$ cat src/rtl/mem_ctrl_spi_pkg.sv
// Shared types for the SPI memory responder.
// Op/select enums, SPI command bytes and FSM states.
package mem_ctrl_spi_pkg;

  typedef enum logic [1:0] {
    MEM_NOP   = 2'd0,
    MEM_READ  = 2'd1,
    MEM_WRITE = 2'd2
  } mem_ctrl_op_e;

  typedef enum logic {
    PC  = 1'b0,
    MAR = 1'b1
  } addr_sel_e;

  localparam logic [7:0] SPI_CMD_READ  = 8'h03;
  localparam logic [7:0] SPI_CMD_WRITE = 8'h02;
  localparam int         FRAME_BITS    = 40;

  typedef enum logic [1:0] {
    IDLE,
    SHIFT,
    FINISH,
    RELEASE
  } mem_ctrl_spi_state;

endpackage

$ cat src/rtl/mem_ctrl_spi_if.sv
// Request/done bus between the CPU control FSM
// and the SPI memory responder.
interface mem_ctrl_spi_if #(
  parameter int ADDR_WIDTH     = 16,
  parameter int DATA_BUS_WIDTH = 8
);
  import mem_ctrl_spi_pkg::*;

  mem_ctrl_op_e              mem_ctrl_op;
  addr_sel_e                 addr_sel;
  logic [ADDR_WIDTH-1:0]     pc_addr;
  logic [ADDR_WIDTH-1:0]     mar_addr;
  logic [DATA_BUS_WIDTH-1:0] data_in;
  logic [DATA_BUS_WIDTH-1:0] data_out;
  logic                      mem_op_done;

  modport master (
    output mem_ctrl_op, addr_sel,
    output pc_addr, mar_addr, data_in,
    input  data_out, mem_op_done
  );

  modport slave (
    input  mem_ctrl_op, addr_sel,
    input  pc_addr, mar_addr, data_in,
    output data_out, mem_op_done
  );

endinterface

$ cat src/rtl/mem_ctrl_spi_shift_engine.sv
// Mode-0 SPI shifter: 40-bit TX frame out, MISO sampled
// into an 8-bit RX register, SCK half-period CLK_DIV.
module spi_shift_engine
  import mem_ctrl_spi_pkg::*;
#(
  parameter int CLK_DIV = 1
) (
  input  logic                  clock,
  input  logic                  reset,
  input  logic                  start,
  input  logic [FRAME_BITS-1:0] frame,
  input  logic                  miso,
  output logic                  busy,
  output logic                  last,
  output logic                  sck,
  output logic                  mosi,
  output logic [7:0]            rx
);

  localparam int DW = (CLK_DIV > 1) ? $clog2(CLK_DIV) : 1;

  logic [DW-1:0]         div_cnt;
  logic [FRAME_BITS-1:0] tx;
  logic [5:0]            bit_cnt;
  logic                  tick;

  assign tick = (div_cnt == DW'(CLK_DIV - 1));
  assign last = busy & sck & tick &
                (bit_cnt == 6'(FRAME_BITS - 1));

  // tx holds the bits still to send, next one at the MSB
  always_ff @(posedge clock) begin
    if (!reset) begin
      busy    <= 1'b0;
      sck     <= 1'b0;
      mosi    <= 1'b0;
      tx      <= '0;
      rx      <= '0;
      div_cnt <= '0;
      bit_cnt <= '0;
    end else if (start) begin
      busy    <= 1'b1;
      sck     <= 1'b0;
      mosi    <= frame[FRAME_BITS-1];
      tx      <= {frame[FRAME_BITS-2:0], 1'b0};
      div_cnt <= '0;
      bit_cnt <= '0;
    end else if (busy) begin
      if (!tick) begin
        div_cnt <= div_cnt + 1'b1;
      end else begin
        div_cnt <= '0;
        if (!sck) begin
          sck <= 1'b1;
          rx  <= {rx[6:0], miso};
        end else begin
          sck <= 1'b0;
          if (bit_cnt == 6'(FRAME_BITS - 1)) begin
            busy <= 1'b0;
            mosi <= 1'b0;
          end else begin
            bit_cnt <= bit_cnt + 6'd1;
            mosi    <= tx[FRAME_BITS-1];
            tx      <= {tx[FRAME_BITS-2:0], 1'b0};
          end
        end
      end
    end
  end

endmodule

$ cat src/rtl/mem_ctrl_spi.sv
// SPI memory responder: PC reads flash, MAR reads/writes
// RAM, one framed transaction per request, done pulse.
module mem_ctrl_spi
  import mem_ctrl_spi_pkg::*;
#(
  parameter int ADDR_WIDTH     = 16,
  parameter int DATA_BUS_WIDTH = 8,
  parameter int CLK_DIV        = 1
) (
  input  logic           clock,
  input  logic           reset,
  mem_ctrl_spi_if.slave  bus,
  output logic           spi_sck,
  output logic           spi_mosi,
  input  logic           spi_miso,
  output logic           spi_cs_flash_n,
  output logic           spi_cs_ram_n
);

  mem_ctrl_spi_state state, state_n;
  mem_ctrl_op_e      op_q, op_n;
  addr_sel_e         sel_q, sel_n;

  logic                      start, busy, last;
  logic                      mosi_raw;
  logic [7:0]                rx;
  logic [7:0]                cmd;
  logic [ADDR_WIDTH-1:0]     addr;
  logic [FRAME_BITS-1:0]     frame;
  logic                      done_q;
  logic [DATA_BUS_WIDTH-1:0] dout_q;

  assign addr  = (bus.addr_sel == MAR) ? bus.mar_addr
                                       : bus.pc_addr;
  assign cmd   = (bus.mem_ctrl_op == MEM_WRITE)
               ? SPI_CMD_WRITE : SPI_CMD_READ;
  assign frame = {cmd, {(24-ADDR_WIDTH){1'b0}}, addr,
                  bus.data_in};

  spi_shift_engine #(.CLK_DIV(CLK_DIV)) u_eng (
    .clock (clock),
    .reset (reset),
    .start (start),
    .frame (frame),
    .miso  (spi_miso),
    .busy  (busy),
    .last  (last),
    .sck   (spi_sck),
    .mosi  (mosi_raw),
    .rx    (rx)
  );

  assign spi_mosi        = mosi_raw & busy;
  assign bus.mem_op_done = done_q;
  assign bus.data_out    = dout_q;

  // flash writes skip the bus and go straight to the done cycle
  always_comb begin
    state_n = state;
    op_n    = op_q;
    sel_n   = sel_q;
    start   = 1'b0;
    unique case (state)
      IDLE: begin
        if (bus.mem_ctrl_op != MEM_NOP) begin
          op_n  = bus.mem_ctrl_op;
          sel_n = bus.addr_sel;
        end
        unique case (1'b1)
          (bus.mem_ctrl_op == MEM_NOP): ;
          (bus.mem_ctrl_op == MEM_WRITE &&
           bus.addr_sel == PC):
            state_n = FINISH;
          default: begin
            start   = 1'b1;
            state_n = SHIFT;
          end
        endcase
      end
      SHIFT:   if (last) state_n = FINISH;
      FINISH:  state_n = RELEASE;
      RELEASE: state_n = IDLE;
      default: state_n = IDLE;
    endcase
  end

  always_ff @(posedge clock) begin
    if (!reset) begin
      state          <= IDLE;
      op_q           <= MEM_NOP;
      sel_q          <= PC;
      done_q         <= 1'b0;
      spi_cs_flash_n <= 1'b1;
      spi_cs_ram_n   <= 1'b1;
      dout_q         <= '0;
    end else begin
      state          <= state_n;
      op_q           <= op_n;
      sel_q          <= sel_n;
      done_q         <= (state_n == FINISH);
      spi_cs_flash_n <= !(state_n == SHIFT && sel_n == PC);
      spi_cs_ram_n   <= !(state_n == SHIFT && sel_n == MAR);
      if (state == SHIFT && last && op_q == MEM_READ)
        dout_q <= rx;
    end
  end

endmodule

$ cat src/flat_wrapper.sv
// flat-port wrapper written by rule: the top's interface ports become plain ports
module mem_ctrl_spi_flat import mem_ctrl_spi_pkg::*;
#(
  parameter int ADDR_WIDTH     = 16,
  parameter int DATA_BUS_WIDTH = 8,
  parameter int CLK_DIV        = 1
)
  (clock, reset, spi_sck, spi_mosi, spi_miso, spi_cs_flash_n, spi_cs_ram_n, bus_mem_ctrl_op, bus_addr_sel, bus_pc_addr, bus_mar_addr, bus_data_in, bus_data_out, bus_mem_op_done);
  mem_ctrl_spi_if #(.ADDR_WIDTH(ADDR_WIDTH), .DATA_BUS_WIDTH(DATA_BUS_WIDTH)) bus_i ();
  input  logic clock;
  input  logic reset;
  output logic spi_sck;
  output logic spi_mosi;
  input  logic spi_miso;
  output logic spi_cs_flash_n;
  output logic spi_cs_ram_n;
  input wire logic [$bits(bus_i.mem_ctrl_op)-1:0] bus_mem_ctrl_op;
  input wire logic [$bits(bus_i.addr_sel)-1:0] bus_addr_sel;
  input wire logic [$bits(bus_i.pc_addr)-1:0] bus_pc_addr;
  input wire logic [$bits(bus_i.mar_addr)-1:0] bus_mar_addr;
  input wire logic [$bits(bus_i.data_in)-1:0] bus_data_in;
  output wire logic [$bits(bus_i.data_out)-1:0] bus_data_out;
  output wire logic [$bits(bus_i.mem_op_done)-1:0] bus_mem_op_done;
  assign bus_i.mem_ctrl_op = bus_mem_ctrl_op;
  assign bus_i.addr_sel = bus_addr_sel;
  assign bus_i.pc_addr = bus_pc_addr;
  assign bus_i.mar_addr = bus_mar_addr;
  assign bus_i.data_in = bus_data_in;
  assign bus_data_out = bus_i.data_out;
  assign bus_mem_op_done = bus_i.mem_op_done;
  mem_ctrl_spi #(.ADDR_WIDTH(ADDR_WIDTH), .DATA_BUS_WIDTH(DATA_BUS_WIDTH), .CLK_DIV(CLK_DIV)) u_core (.clock(clock), .reset(reset), .bus(bus_i), .spi_sck(spi_sck), .spi_mosi(spi_mosi), .spi_miso(spi_miso), .spi_cs_flash_n(spi_cs_flash_n), .spi_cs_ram_n(spi_cs_ram_n));
endmodule
$ cat config.mk
export PLATFORM = sky130hd
export DESIGN_NAME = mem_ctrl_spi_flat
export DESIGN_NICKNAME = d
export VERILOG_FILES = /design/src/rtl/mem_ctrl_spi_pkg.sv /design/src/rtl/mem_ctrl_spi_if.sv /design/src/rtl/mem_ctrl_spi_shift_engine.sv /design/src/rtl/mem_ctrl_spi.sv /design/src/flat_wrapper.sv
export SDC_FILE = /design/constraint.sdc
export NUM_CORES = 1
export LEC_CHECK = 0
export BUFFER_PORTS_ARGS = -buffer_cell sky130_fd_sc_hd__buf_4
export CORE_MARGIN = 3
export CORE_UTILIZATION = 30
export CTS_BUF_LIST = sky130_fd_sc_hd__clkbuf_8
export CTS_CLUSTER_SIZE = 14
export DETAILED_ROUTE_END_ITERATION = 8
export PLACE_DENSITY = 0.55
export SYNTH_ARGS = -nofsm -noshare
export SYNTH_HDL_FRONTEND = slang
export SYNTH_SLANG_ARGS = --single-unit
$ cat constraint.sdc
create_clock -name clock -period 2.05 [get_ports clock]
set_input_delay 0.3075 -clock clock [delete_from_list [all_inputs] [get_ports clock]]
set_output_delay 0.3075 -clock clock [all_outputs]
set_load 0.02 [all_outputs]
# Yosys cells after proc, flatten, opt, wreduce, memory -nomap -nowiden
# Cells that the tools add are included.
[op_classes]
n_addsub = 2
eq_ne = 10
n_reduce_logical = 20
muxes = 26
bitwise = 11
[ops]
columns = ["operator", "count"]
rows = [
  ["$mux 40", 5],
  ["$mux 1", 17],
  ["$mux 16", 1],
  ["$reduce_and 4->1", 3],
  ["$eq 2x2->1 const B", 4],
  ["$pmux 2 s4", 1],
  ["$not 1->1", 7],
  ["$add 6x1->6 const B", 1],
  ["$eq 2x1->1 const B", 3],
  ["$eq 6x6->1 const B", 1],
  ["$reduce_bool 2->1", 3],
  ["$logic_and 1x1->1", 5],
  ["$and 1x1->1", 4],
  ["$logic_not 2->1", 2],
  ["$ne 2x1->1 const B", 2],
  ["$pmux 2 s2", 1],
  ["$reduce_and 2->1", 2],
  ["$reduce_or 2->1", 2],
  ["$reduce_and 3->1", 1],
  ["$logic_not 1->1", 2],
  ["$mux 2", 1],
  ["$add 1x1->1 const B", 1],
]
[totals]
wordCells = 84
output_inout_bits = 13
reg_bits = 73

# Longest topological paths before layout
[logic_depth]
ltp_word = 8
depth_mapped = 7
depth_no_buf = 5

# Modules after synthesis
# A second synthesis with hierarchy kept.
[unflattened]
cells_unflattened = 437
hier_area_um2 = 3848.7
[modules_own_cells]
columns = ["mod", "cells_per_inst", "n_inst", "area_per_inst_um2"]
rows = [
  ["spi_shift_engine", 355, 1, 3012.9],
  ["mem_ctrl_spi", 82, 1, 835.8],
]

# Worst setup path after synthesis
# No wires, ideal clock.
[synth_path]
kind = "register to register"
startpoint = "register u_core.u_eng.bit_cnt[0]"
endpoint = "register u_core.u_eng.tx[34]"
t_required_ns = 1.928
arrival_ns = 1.516
period_less_slack_ns = 1.637
path_stages_with_launch = 7
setup_slack_ns = 0.413
path_cell_list = "dfxtp_1 > ha_1 > and4bb_4 > a21o_1 > buf_6 > or3_1 > o311a_1"
[synth_via]
elab_chain_len = 3
[synth_rtl]
columns = ["item", "line_no", "text"]
rows = [
  ["start, declared", "mem_ctrl_spi_shift_engine.sv:24", "logic [5:0] bit_cnt;"],
  ["start signal, assigned", "mem_ctrl_spi_shift_engine.sv:62", "bit_cnt <= bit_cnt + 6'd1;"],
  ["$eq 6x6->1", "mem_ctrl_spi_shift_engine.sv:58", "if (bit_cnt == 6'(FRAME_BITS - 1)) begin"],
  ["$ne 2x1->1 (no line)", "n/a", ""],
  ["$reduce_and 4->1 (no line)", "n/a", ""],
  ["end signal, assigned", "mem_ctrl_spi_shift_engine.sv:45", "tx <= {frame[FRAME_BITS-2:0], 1'b0};"],
  ["end signal, assigned", "mem_ctrl_spi_shift_engine.sv:64", "tx <= {tx[FRAME_BITS-2:0], 1'b0};"],
  ["end, declared", "mem_ctrl_spi_shift_engine.sv:23", "logic [FRAME_BITS-1:0] tx;"],
]
# Every way passes these cells.
# A chain may end at the register's enable or synchronous reset.

# Final worst setup path
[layout_path]
startpoint = "register u_core.u_eng.bit_cnt[0]"
endpoint = "register u_core.u_eng.tx[21]"
# Same word-level chain as after synthesis.

==> flow_summary.yaml <==
synth:
  ys_top_cells_by_area: "dfxtp_1 48%, mux2i_1 16%, nand2_1 6.6%"
  yosys.area_share.xor_xnor: 0.00870
  synthFlopType: "dfxtp_1"
  syn_avg_cell_area_um2: 9.41
  synth_nets: 368
  synth_top_family_by_area: "simple AND/OR/NAND/NOR gates"
  synth_compound_area_frac: 0.150
  synth_top_area_cell: "dfxtp_1"
  ys_ff_latch: 72
  synth-async-reset-ratio: 0
  synthMuxAreaShare: 0.159
  yosys_warnings: 0
  synth-simple-area-share: 0.164
  synth_seq_area_share: 0.477
  synth-edff-count: 0
  netlist_instances: 321
  synth_top_area_share: 0.477
  ys_types: 40
  netlist_area_mm2: 0.00302
  synthAdderAreaFrac: 0.00414
clock_tree:
  ctsResizeCount: 0
  numCtsBuffers: 9
  clock_path_buffers: 2
  cts_sinks: 72
  cts_root_buf: "clkbuf_8"
  cts_tree: "built"
  cts-htree-levels: 3
  clkTransAtPathRegs_ns: 0.08
  hold_buffers: 0
  cts_setup_buffers: 0
  clock_latency_ns: 0.34
placed_design:
  dp_hpwl_mm: 4.34
  place_area_mm2: 0.00360
  portBuffers: 58
  place_congestion: 0.739
  place_worst_setup_slack_ns: 0.284
cells_and_area:
  fillers: 967
  layout-drive-gt1-share: 0.234
  fin_area_mm2: 0.00384
  insertedDiodeCount: 0
  final_common_cell: "dfxtp_1"
  most-common-layout-cells: "72 x dfxtp_1, 62 x buf_4, 53 x nand2_1, 48 x mux2i_1, 20 x a21oi_1"
  multiInputGateArea_mm2: 0.00147
  final_util: 0.404
  fin_nets: 422
  area_growth_pct: 27.2
  register_area_mm2: 0.00144
detailed_routing:
  drtAntennaViolNets: 0
  dr.first_iter.drc_count: 102
  drtPass1Iterations: 5
  via_count: 2340
  routed_wl_mm: 6.32
  detail_route.wl_per_cell_um: 12.4
  drc: 0
  viasPerCell: 4.60
sta:
  setup_viol: 0
  worstMarginPinSlew_ns: 0.579
  fin_ws_ns: 0.251
  relSlewSlack: 0.613
  fmax_mhz: 556
  slew_viol_final: 0
  fin_setup_tns_ns: 0
  hold_viol: 0
  holdWs_ns: 0.156
  rsz0062_at_grt: "false"
  period_share: 0.877
  finalClockSkew_ns: 0.00915
  period_needed_ns: 1.80
global_routing:
  grt_usage: 0.116
  grt_remaining_overflow: 0
  grt_pass1_wl_mm: 10.5
  antenna_found_initial: 0
  grt_start_max_net_pins: 39
  grt_pass1_vias: 2231
floorplan:
  die_height_um: 106
  io_pins: 59
  placeableCoreArea_mm2: 0.00950
  fp-row-count: 35
  die_area_mm2: 0.0113
  start_util: 0.318
  die_w_um: 106
status:
  outcome: "finished, final reports clean"
critical_path:
  start_kind: "register"
  crit_fanout: 25
  worstSetupPathType: "reg2reg"
  cp_num_buf_inv: 1
  crit_required_ns: 2.26
  cp_slowest_cell: "dfxtp_1"
  critPathArrivalTime_ns: 2.01
  cp-end-kind: "register"
  max_stage_delay_ns: 0.38
  crit_family: "flip-flops"
  cp_cell_sequence: "ha_1 > and4bb_4 > a21o_1 > buf_12 > mux2i_1 > o22ai_1"
flow_run:
  drv_cap: 0
pwr:
  cellPowerDensity_mw_per_mm2: 830
  p_leak_nw: 1.62
  vdd_drop_max_v: 0.000336
worst_hold_path:
  min_path_type: "in2reg"
-- cells in the mapped netlist, types with 2 or more instances --
master and instances:
xnor2_1 2, a211oi_1 2, a21o_1 2, or3_1 2
o22ai_1 17, o21ai_0 19, nand3_1 12, a21boi_0 3
nand2b_1 4, and2_1 4, nand2_1 53, nor2b_1 11
nand4_1 2, buf_1 2, buf_2 6, a21oi_1 20
nor2_1 7, mux2i_1 48, clkbuf_1 10, and3_1 2
dfxtp_1 72, buf_4 3
-- worst min-delay path, delay by kind of cell --
| kind | cells | cell delay, ns |
|---|---|---|
| AOI/OAI and AO/OA | 1 | 0.05 |
| buffers and inverters | 1 | 0.07 |
| and+or+nand+nor | 1 | 0.03 |
-- layout make-up --
type	count	area share
multi-input cells	226	0.382
clock buffers	9	0.0322
flip-flops and latches	72	0.375
repair buffers	65	0.137
inverters	1	0.000977
well taps	129	0.0420
clock inverters	7	0.0313
-- worst paths after layout --
check | startpoint | to | slack (ns) | depth (start not counted)
worst max register to register | u_core.u_eng.bit_cnt[0] | u_core.u_eng.tx[21] | 0.25 | 6
worst min-delay path | bus_data_in[4] | u_core.u_eng.tx[5] | 0.16 | 3
worst max-delay path | u_core.u_eng.bit_cnt[0] | u_core.u_eng.tx[21] | 0.25 | 6
worst min register to register | u_core.u_eng.tx[25] | u_core.u_eng.tx[26] | 0.46 | 2
-- sequential cells by signal (all words and copies together), names as in the netlist --
register,count
u_core.bus.data_out,8
u_core.op_q,2
u_core.u_eng.mosi,1
u_core.u_eng.bit_cnt,6
u_core.u_eng.sck,1
u_core.sel_q,1
u_core.u_eng.busy,1
u_core.bus.mem_op_done,1
u_core.spi_cs_ram_n,1
u_core.spi_cs_flash_n,1
u_core.state,2
u_core.u_eng.tx,39
u_core.u_eng.rx,8
-- per-stage QoR --
step / std cells / total power, mW
final: 509 / 3.19
after global routing: 509 / 3.33
after CTS: 509 / 3.24
after detailed placement: 493 / 1.88
after global placement: 493 / 1.88
after floorplan: 321 / 1.75
-- power by group --
part           internal, mW  leakage, nW  total, mW  switching (mW)
registers              1.46        0.587       1.51          0.0414
clock network         0.810        0.119       1.34           0.535
logic                 0.171        0.912      0.340           0.169
-- routing by layer --
layer	GRT usage	vias to the layer above	wire [um]
met2	0.172	50	2830
met3	0.0328	6	296
met5	0	-	0
met4	0.0527	0	85
li1	-	1239	-
met1	0.157	1045	3110
-- logic make-up (layout without fill, tap and decap cells) --
family,after synthesis,in the layout
compound gates,72,72
xor+xnor,3,3
fa+ha+maj,1,1
buf+inv,23,82
flops,72,72
mux,48,48
simple gates,102,102
Power figures use the tool's default switching activity.
